<file path="config.mk">
export PLATFORM = sky130hd
export DESIGN_NAME = i2c_csr_bridge
export DESIGN_NICKNAME = d
export VERILOG_FILES = /design/src/rtl/i2c_csr_bridge_pkg.sv /design/src/rtl/i2c_sync_edge.sv /design/src/rtl/i2c_csr_bridge.sv
export SDC_FILE = /design/constraint.sdc
export NUM_CORES = 1
export LEC_CHECK = 0
export CORE_MARGIN = 2
export CORE_UTILIZATION = 55
export CTS_CLUSTER_DIAMETER = 80
export CTS_CLUSTER_SIZE = 28
export DETAILED_ROUTE_END_ITERATION = 12
export MAX_ROUTING_LAYER = met4
export PLACE_DENSITY = 0.79
export SLEW_MARGIN = 20
export SYNTH_ARGS = -nofsm -noshare
export SYNTH_HDL_FRONTEND = slang
export SYNTH_SLANG_ARGS = --single-unit
export TNS_END_PERCENT = 30
</file>
<file path="constraint.sdc">
create_clock -name clk -period 2.2 [get_ports clk]
set_input_delay 0.33 -clock clk [delete_from_list [all_inputs] [get_ports clk]]
set_output_delay 0.33 -clock clk [all_outputs]
set_load 0.01 [all_outputs]
</file>
<file path="src/rtl/i2c_csr_bridge_pkg.sv">
// i2c_csr_bridge_pkg: shared CSR-bus widths and bridge FSM state encoding
package i2c_csr_bridge_pkg;
  localparam int CSR_AW = 5;
  localparam int CSR_DW = 8;
  typedef enum logic [3:0] {
    IDLE, ADDR, ADDR_ACK, REG, REG_ACK, WDATA, WDATA_ACK, RDATA, RDATA_ACK, WAIT
  } i2c_state_t;
endpackage

</file>
<file path="src/rtl/i2c_sync_edge.sv">
// i2c_sync_edge: SCL/SDA synchroniser with SCL edge, START and STOP detection
module i2c_sync_edge (
  input  logic clk,
  input  logic rst,
  input  logic i_scl,
  input  logic i_sda,
  output logic o_scl_rise,
  output logic o_scl_fall,
  output logic o_sda,
  output logic o_start,
  output logic o_stop
);
  logic [1:0] r_scl_s, r_sda_s;
  logic r_scl_d, r_sda_d;
  always_ff @(posedge clk) begin
    if (rst) begin
      r_scl_s <= 2'b11;
      r_sda_s <= 2'b11;
      r_scl_d <= 1'b1;
      r_sda_d <= 1'b1;
    end else begin
      r_scl_s <= {r_scl_s[0], i_scl};
      r_sda_s <= {r_sda_s[0], i_sda};
      r_scl_d <= r_scl_s[1];
      r_sda_d <= r_sda_s[1];
    end
  end
  assign o_scl_rise = r_scl_s[1] & ~r_scl_d;
  assign o_scl_fall = ~r_scl_s[1] & r_scl_d;
  assign o_sda      = r_sda_s[1];
  assign o_start    = r_scl_s[1] & r_scl_d & r_sda_d & ~r_sda_s[1];
  assign o_stop     = r_scl_s[1] & r_scl_d & ~r_sda_d & r_sda_s[1];
endmodule

</file>
<file path="src/rtl/i2c_csr_bridge.sv">
// i2c_csr_bridge: I2C target that maps a register pointer and data bytes onto a CSR bus
module i2c_csr_bridge
  import i2c_csr_bridge_pkg::*;
#(
  parameter logic [6:0] I2C_ADDR = 7'h4a
) (
  input  logic              clk,
  input  logic              rst,
  input  logic              scl_in,
  input  logic              sda_in,
  output logic              sda_oe,
  output logic [CSR_AW-1:0] csr_a,
  output logic [CSR_DW-1:0] csr_di,
  output logic              csr_we,
  input  logic [CSR_DW-1:0] csr_do
);
  i2c_state_t r_state, w_next;
  logic w_rise, w_fall, w_sda, w_start, w_stop, w_b8, w_match;
  logic [CSR_DW-1:0] r_rx, r_tx, r_di, w_rx_next;
  logic [CSR_AW-1:0] r_ptr;
  logic [3:0] r_cnt;
  logic r_oe, r_we, r_ack, r_ld;
  i2c_sync_edge u_sync (
    .clk        (clk),
    .rst        (rst),
    .i_scl      (scl_in),
    .i_sda      (sda_in),
    .o_scl_rise (w_rise),
    .o_scl_fall (w_fall),
    .o_sda      (w_sda),
    .o_start    (w_start),
    .o_stop     (w_stop)
  );
  assign w_b8      = r_cnt == 4'd8;
  assign w_match   = r_rx[7:1] == I2C_ADDR;
  assign w_rx_next = {r_rx[6:0], w_sda};
  always_comb begin
    w_next = r_state;
    if (w_start) w_next = ADDR;
    else if (w_stop) w_next = IDLE;
    else if (w_fall)
      case (r_state)
        ADDR:      w_next = w_b8 ? (w_match ? ADDR_ACK : WAIT) : ADDR;
        ADDR_ACK:  w_next = r_rx[0] ? RDATA : REG;
        REG:       w_next = w_b8 ? REG_ACK : REG;
        REG_ACK:   w_next = WDATA;
        WDATA:     w_next = w_b8 ? WDATA_ACK : WDATA;
        WDATA_ACK: w_next = WDATA;
        RDATA:     w_next = w_b8 ? RDATA_ACK : RDATA;
        RDATA_ACK: w_next = r_ack ? RDATA : WAIT;
        default:   w_next = r_state;
      endcase
  end
  always_ff @(posedge clk) begin
    if (rst) r_state <= IDLE;
    else r_state <= w_next;
  end
  always_ff @(posedge clk) begin
    if (rst) begin
      r_oe  <= 1'b0;
      r_we  <= 1'b0;
      r_ptr <= '0;
      r_di  <= '0;
      r_rx  <= '0;
      r_tx  <= '0;
      r_cnt <= '0;
      r_ack <= 1'b0;
      r_ld  <= 1'b0;
    end else begin
      r_we <= 1'b0;
      if (w_start || w_stop) begin
        r_cnt <= '0;
        r_oe  <= 1'b0;
        r_ld  <= 1'b0;
      end else if (r_ld) begin
        r_tx <= csr_do;
        r_oe <= ~csr_do[7];
        r_ld <= 1'b0;
      end else if (w_rise) begin
        r_cnt <= (r_state inside {ADDR, REG, WDATA, RDATA}) ? r_cnt + 4'd1 : r_cnt;
        r_rx  <= (r_state inside {ADDR, REG, WDATA}) ? w_rx_next : r_rx;
        r_ack <= (r_state == RDATA_ACK) ? ~w_sda : r_ack;
        if (r_state == WDATA && r_cnt == 4'd7) begin
          r_we <= 1'b1;
          r_di <= w_rx_next;
        end
      end else if (w_fall) begin
        case (r_state)
          ADDR: if (w_b8) begin
            r_cnt <= '0;
            r_oe  <= w_match;
          end
          REG: if (w_b8) begin
            r_cnt <= '0;
            r_oe  <= 1'b1;
            r_ptr <= r_rx[CSR_AW-1:0];
          end
          WDATA: if (w_b8) begin
            r_cnt <= '0;
            r_oe  <= 1'b1;
          end
          ADDR_ACK: begin
            r_tx <= csr_do;
            r_oe <= r_rx[0] & ~csr_do[7];
          end
          REG_ACK: r_oe <= 1'b0;
          WDATA_ACK: begin
            r_oe  <= 1'b0;
            r_ptr <= r_ptr + 1'b1;
          end
          RDATA: if (w_b8) begin
            r_cnt <= '0;
            r_oe  <= 1'b0;
          end else begin
            r_tx <= {r_tx[6:0], 1'b0};
            r_oe <= ~r_tx[6];
          end
          RDATA_ACK: begin
            r_ptr <= r_ptr + 1'b1;
            r_ld  <= r_ack;
          end
          default: ;
        endcase
      end
    end
  end
  assign sda_oe = r_oe;
  assign csr_a  = r_ptr;
  assign csr_di = r_di;
  assign csr_we = r_we;
endmodule

</file>
==> run_results.csv <==
group,metric,value,unit
sta,period_share,0.940,
clocking,clkTransAtPathRegs,0.09,ns
detailed_routing,drtAntennaViolNets,0,
logic_synthesis,synth.most_common_cell,"dfxtp_1",
clocking,clock_latency,0.29,ns
sta,fmax,0.483,GHz
detailed_routing,viasPerCell,5.61,
clocking,hold_buffers,0,
logic_synthesis,synth-async-reset-ratio,0,
clocking,cts_num_sinks,46,
sta,finalClockSkew,0.00524,ns
sta,tns,0,ns
sta,setup_viol,0,
place,dpl-instance-area,2610,um^2
worst_setup_path,worstReg2RegEnd,"csr_a[2]",
floorplan,die_width,68.3,um
cells_and_area,fin_area,2700,um^2
run,drv_cap,0,
worst_setup_path,crit_slowest_cell,"dfxtp_1",
logic_synthesis,yosys-top-cells-count,"46 x dfxtp_1, 31 x nor2_1, 22 x nand2_1, 21 x a21oi_1, 17 x mux2i_1",
floorplan,rows,23,
logic_synthesis,synth_top_area_share,0.405,
place,dp_hpwl,3460,um
cells_and_area,area_delta_synth_final,18.7,%
global_routing,antenna_found_initial,0,
place,portBuffers,26,
status,status,"complete, no violations",
sta,min_period,2.07,ns
cells_and_area,drive_gt1_frac,0.149,
sta,worst_slew_pin_slew,0.805,ns
detailed_routing,drc,0,
worst_setup_path,r2r_slack,0.13,ns
detailed_routing,drt-initial-drc-count,124,
worst_setup_path,critical_path_class,"reg2reg",
cells_and_area,diodes,0,
logic_synthesis,synth_seq_area_share,0.405,
logic_synthesis,syn_area,2270,um^2
logic_synthesis,ys_top_cells_by_area,"dfxtp_1 40%, mux2i_1 7.5%, nor2_1 5.1%",
clocking,post_cts_buffers,0,
worst_setup_path,required,2.42,ns
clocking,tritoncts,"built",
power_and_ir_drop,vdd_drop_max,510,uV
worst_setup_path,slowest_delay,0.55,ns
floorplan,dieArea,4670,um^2
power_and_ir_drop,leakagePower,0.985,nW
logic_synthesis,synth_cell_types,51,
floorplan,pin_count,27,
logic_synthesis,synthFlopType,"dfxtp_1",
logic_synthesis,synth_top_area_cell,"dfxtp_1",
sta,hold_viol_final,0,
logic_synthesis,synth_nets,277,
cells_and_area,nets,309,
floorplan,initial_core_util,0.569,
detailed_routing,routed_wl,4970,um
hold_path,min_to,"u_sync.r_scl_s[1]",
hold_path,hold_depth,1,
detailed_routing,wire_per_inst,14.4,um
logic_synthesis,ys_ff_latch,46,
detailed_routing,first_pass_iters,5,
clocking,htreeDepth,2,
logic_synthesis,synth-edff-count,0,
worst_setup_path,critical_path_arrival,2.29,ns
hold_path,min-delay-start,"u_sync.r_scl_s[0]",
hold_path,min_path_type,"reg2reg",
worst_setup_path,worstPathMaxFanout,11,
global_routing,grt_max_degree,29,
power_and_ir_drop,p_total,1.45,mW
power_and_ir_drop,powerDensity,537,nW/um^2
worst_setup_path,r2r_start,"r_state[3]",
logic_synthesis,avgSynthCellArea,8.68,um^2
worst_setup_path,ff2ff_path_depth,5,
global_routing,grt_pass1_vias,1796,
floorplan,die_h,68.3,um
worst_setup_path,path_cells,"nor4b_4 -> a31oi_1 -> or3b_2 -> a21o_1 -> a21oi_1",
clocking,clk_path_buf_depth,2,
clocking,cts_root_buffer,"clkbuf_8",
logic_synthesis,synth_cells,262,
worst_setup_path,cp-end-kind,"register",
clocking,cts_made_buffers,5,
global_routing,grt_pass1_wl,8340,um
cells_and_area,postLayoutCoreUtil,0.675,
detailed_routing,num_vias,1937,
sta,report.final.slew_viol_count,0,
floorplan,core,4000,um^2
sta,rsz0062_at_grt,"no",
global_routing,grt_usage,0.243,
place,gp_congestion,0.927,
global_routing,overflow,0,
sta,slew_headroom,0.461,
worst_setup_path,cp-start-kind,"register",
logic_synthesis,yosys_warnings,0,
placed cells by master (no fill, tap or decap), types with 2 or more instances in the layout:
cell type,count
a21oi_1,21
nor2b_1,7
nand3_1,16
clkdlybuf4s50_1,26
or2_2,7
nand2b_1,5
a311oi_1,2
a211oi_1,3
nor3b_1,2
xnor2_1,2
inv_1,4
nor2_1,31
o221a_2,2
nor3_1,6
o21ai_0,13
a31oi_1,2
buf_4,15
clkbuf_8,5
dfxtp_1,45
mux2i_1,17
nand3b_1,3
a21o_1,3
ha_1,3
xor2_1,2
a211oi_2,4
nand2_1,22
logic make-up (layout without fill, tap and decap cells):
kind of cell | Yosys count | after routing | share of synthesized area
buf+inv | 20 | 53 | 0.0495
compound gates | 55 | 55 | 0.163
xor+xnor | 4 | 4 | 0.0154
fa+ha+maj | 3 | 3 | 0.0165
simple gates | 117 | 117 | 0.276
mux | 17 | 17 | 0.0748
flops | 46 | 46 | 0.405
critical path: cells and delay by family, from the launching register on:
family	cells	cell delay (ns)
and+or+nand+nor	2	0.90
DFF	1	0.55
AOI/OAI and AO/OA	3	0.55
flip-flops by register name (all words and copies together) (netlist names):
name and cells:
r_ld 1, r_ack 1, r_tx 7, u_sync.r_sda_d 1
r_cnt 4, sda_oe 1, u_sync.r_sda_s 2, r_rx 8
csr_a 5, u_sync.r_scl_d 1, r_state 4, u_sync.r_scl_s 2
csr_we 1, csr_di 8
how the worst max path moves through the flow:
stage                     to  slack (ns)       start
finish              csr_a[2]        0.13  r_state[3]
global route        csr_a[2]        0.05  r_state[3]
CTS                 csr_a[2]        0.17  r_state[3]
detailed placement  csr_a[2]        0.19  r_state[3]
global placement    csr_a[2]        0.24  r_state[3]
floorplan            r_tx[3]        0.35    r_cnt[0]
metal layers:
metal  vias up  GRT usage  routed length, um
met5         -          -                  0
met2        61      0.390               2370
met3         4     0.0345                267
li1        984          -                  -
met4         0     0.0650                 39
met1       888      0.321               2290
final cells by class:
| type | instances | area (um^2) |
|---|---|---|
| clock buffer | 6 | 72.6 |
| clock inverter | 2 | 13.8 |
| fill | 340 | 1300 |
| inverter | 4 | 15.0 |
| multi-input combinational | 196 | 1240 |
| sequential | 46 | 922 |
| tap | 50 | 62.6 |
| timing repair buffer | 41 | 373 |
metrics by stage:
stage	setup WS (ns)	hold WS, ns	instances
2_1_floorplan	0.348	0.389	262
3_3_place_gp	0.243	0.396	337
3_5_place_dp	0.187	0.400	337
4_1_cts	0.173	0.424	345
5_1_grt	0.0471	0.426	345
6_report	0.131	0.418	345
power breakdown:
part / switching (mW) / leakage, nW / internal, mW / total [mW]
Clock: 0.284 / 0.0452 / 0.225 / 0.508
Combinational: 0.0452 / 0.568 / 0.0450 / 0.0902
Sequential: 0.0115 / 0.372 / 0.839 / 0.851
Total: 0.340 / 0.985 / 1.11 / 1.45
timing repair:
action                                  CTS  global route
hold endpoints to repair                  0             0
endpoints found under the setup margin    0             1
gates resized for setup                   0             1
No activity file was read; power rests on OpenSTA's default activity.
==> RTL edit, RTL diff (same settings) <==
Change the package constant `CSR_AW` from 5 to 6.
--- a/src/rtl/i2c_csr_bridge_pkg.sv
+++ b/src/rtl/i2c_csr_bridge_pkg.sv
@@ -2,3 +2,3 @@
 package i2c_csr_bridge_pkg;
-  localparam int CSR_AW = 5;
+  localparam int CSR_AW = 6;
   localparam int CSR_DW = 8;
Interface: changed (resized csr_a); port bits go from 27 to 28. No check against the original RTL was run, so the function may have changed too.
==> RTL edit against the unedited design <==
Final cell count is the same; wire length is 1.1% lower; cell area grew 1.1%; setup slack better by 0.13 ns; sequential share of layout area increased by 0.33 points; power hardly changed; global-route usage down 1.4 points; critical path type unchanged; area after synthesis down 0.17%; via count is 2.4% higher; sequential cell count up 1.
==> RTL edit: results (changes against the unedited design) <==
[route]
wl_met1_mm=2.30  ; +0.35%
wl_met2_mm=2.23  ; -5.7%
dr.pass1.iters=4  ; -1
wire_per_inst_um=14.2  ; -1.1%
drtIter0Drc=125  ; +0.81%
vias_per_cell=5.75  ; +2.4%

[synth]
yosysSeqAreaShare=0.414  ; +0.00948
synth_compound_area_frac=0.177  ; +0.0146
syn_nets=275  ; -0.72%
synth_mux_area_frac=0.111  ; +0.0359
yosys.area_share.adder=0.0165  ; +0.0000273
syn-instance-count=260  ; -0.76%
synth.distinct_cells=47  ; -7.8%

[global_routing]
grt_usage=0.229  ; -0.0141

[sta]
fin_skew_ns=0.00944  ; +0.00421 ns
relSlewSlack=0.535  ; +0.0741

[placed_design]
gp_congestion=0.940  ; +1.3%
hpwlAfterDp_mm=3.47  ; +0.29%

[setup_path]
cpPeakStageDelay_ns=0.59  ; +0.04 ns
critPathCapture=csr_a[1]$_SDFFE_PP0P_
critPathMaxFanout=6  ; -5
startpoint=r_state[1]$_SDFFE_PP0P_
cpMaxStageDelayCell=or4b_1
rr_worst_depth=6  ; +1

[layout]
fillers=339  ; -0.29%

[power_and_ir_drop]
combPwrFrac=0.056  ; -0.006
switchingPower_uw=330  ; -3.0%
p_leak_uw=0.00106  ; +7.7%

[worst_hold_path]
holdPathEnd=u_sync.r_sda_s[1]$_SDFF_PP1_

[outcome]
status=complete, no violations

[RTL edit: metrics by stage]
| stage | total power, µW | util | worst slack, ns | cell area, µm² | hold slack [ns] |
|---|---|---|---|---|---|
| after floorplan | 925 | - | 0.293 | 2270 | 0.389 |
| after global placement | 961 | 0.661 | 0.355 | 2640 | 0.392 |
| after detailed placement | 962 | 0.661 | 0.308 | 2640 | 0.401 |
| after CTS | 1460 | 0.682 | 0.259 | 2730 | 0.421 |
| after global routing | 1500 | 0.682 | 0.180 | 2730 | 0.434 |
| final | 1450 | 0.682 | 0.256 | 2730 | 0.420 |
[RTL edit: cell type report]
type | count | area share
multi-input combinational | 194 | 0.455
tap | 50 | 0.0229
sequential | 47 | 0.345
clock buffer | 6 | 0.0266
clock inverter | 2 | 0.00459
inverter | 4 | 0.00550
timing repair buffer | 42 | 0.140
[RTL edit: routing by layer]
metal,vias to the layer above,GRT usage
met1,908,0.306
met2,58,0.336
met5,-,-
li1,1008,-
met3,10,0.0526
met4,0,0.0850
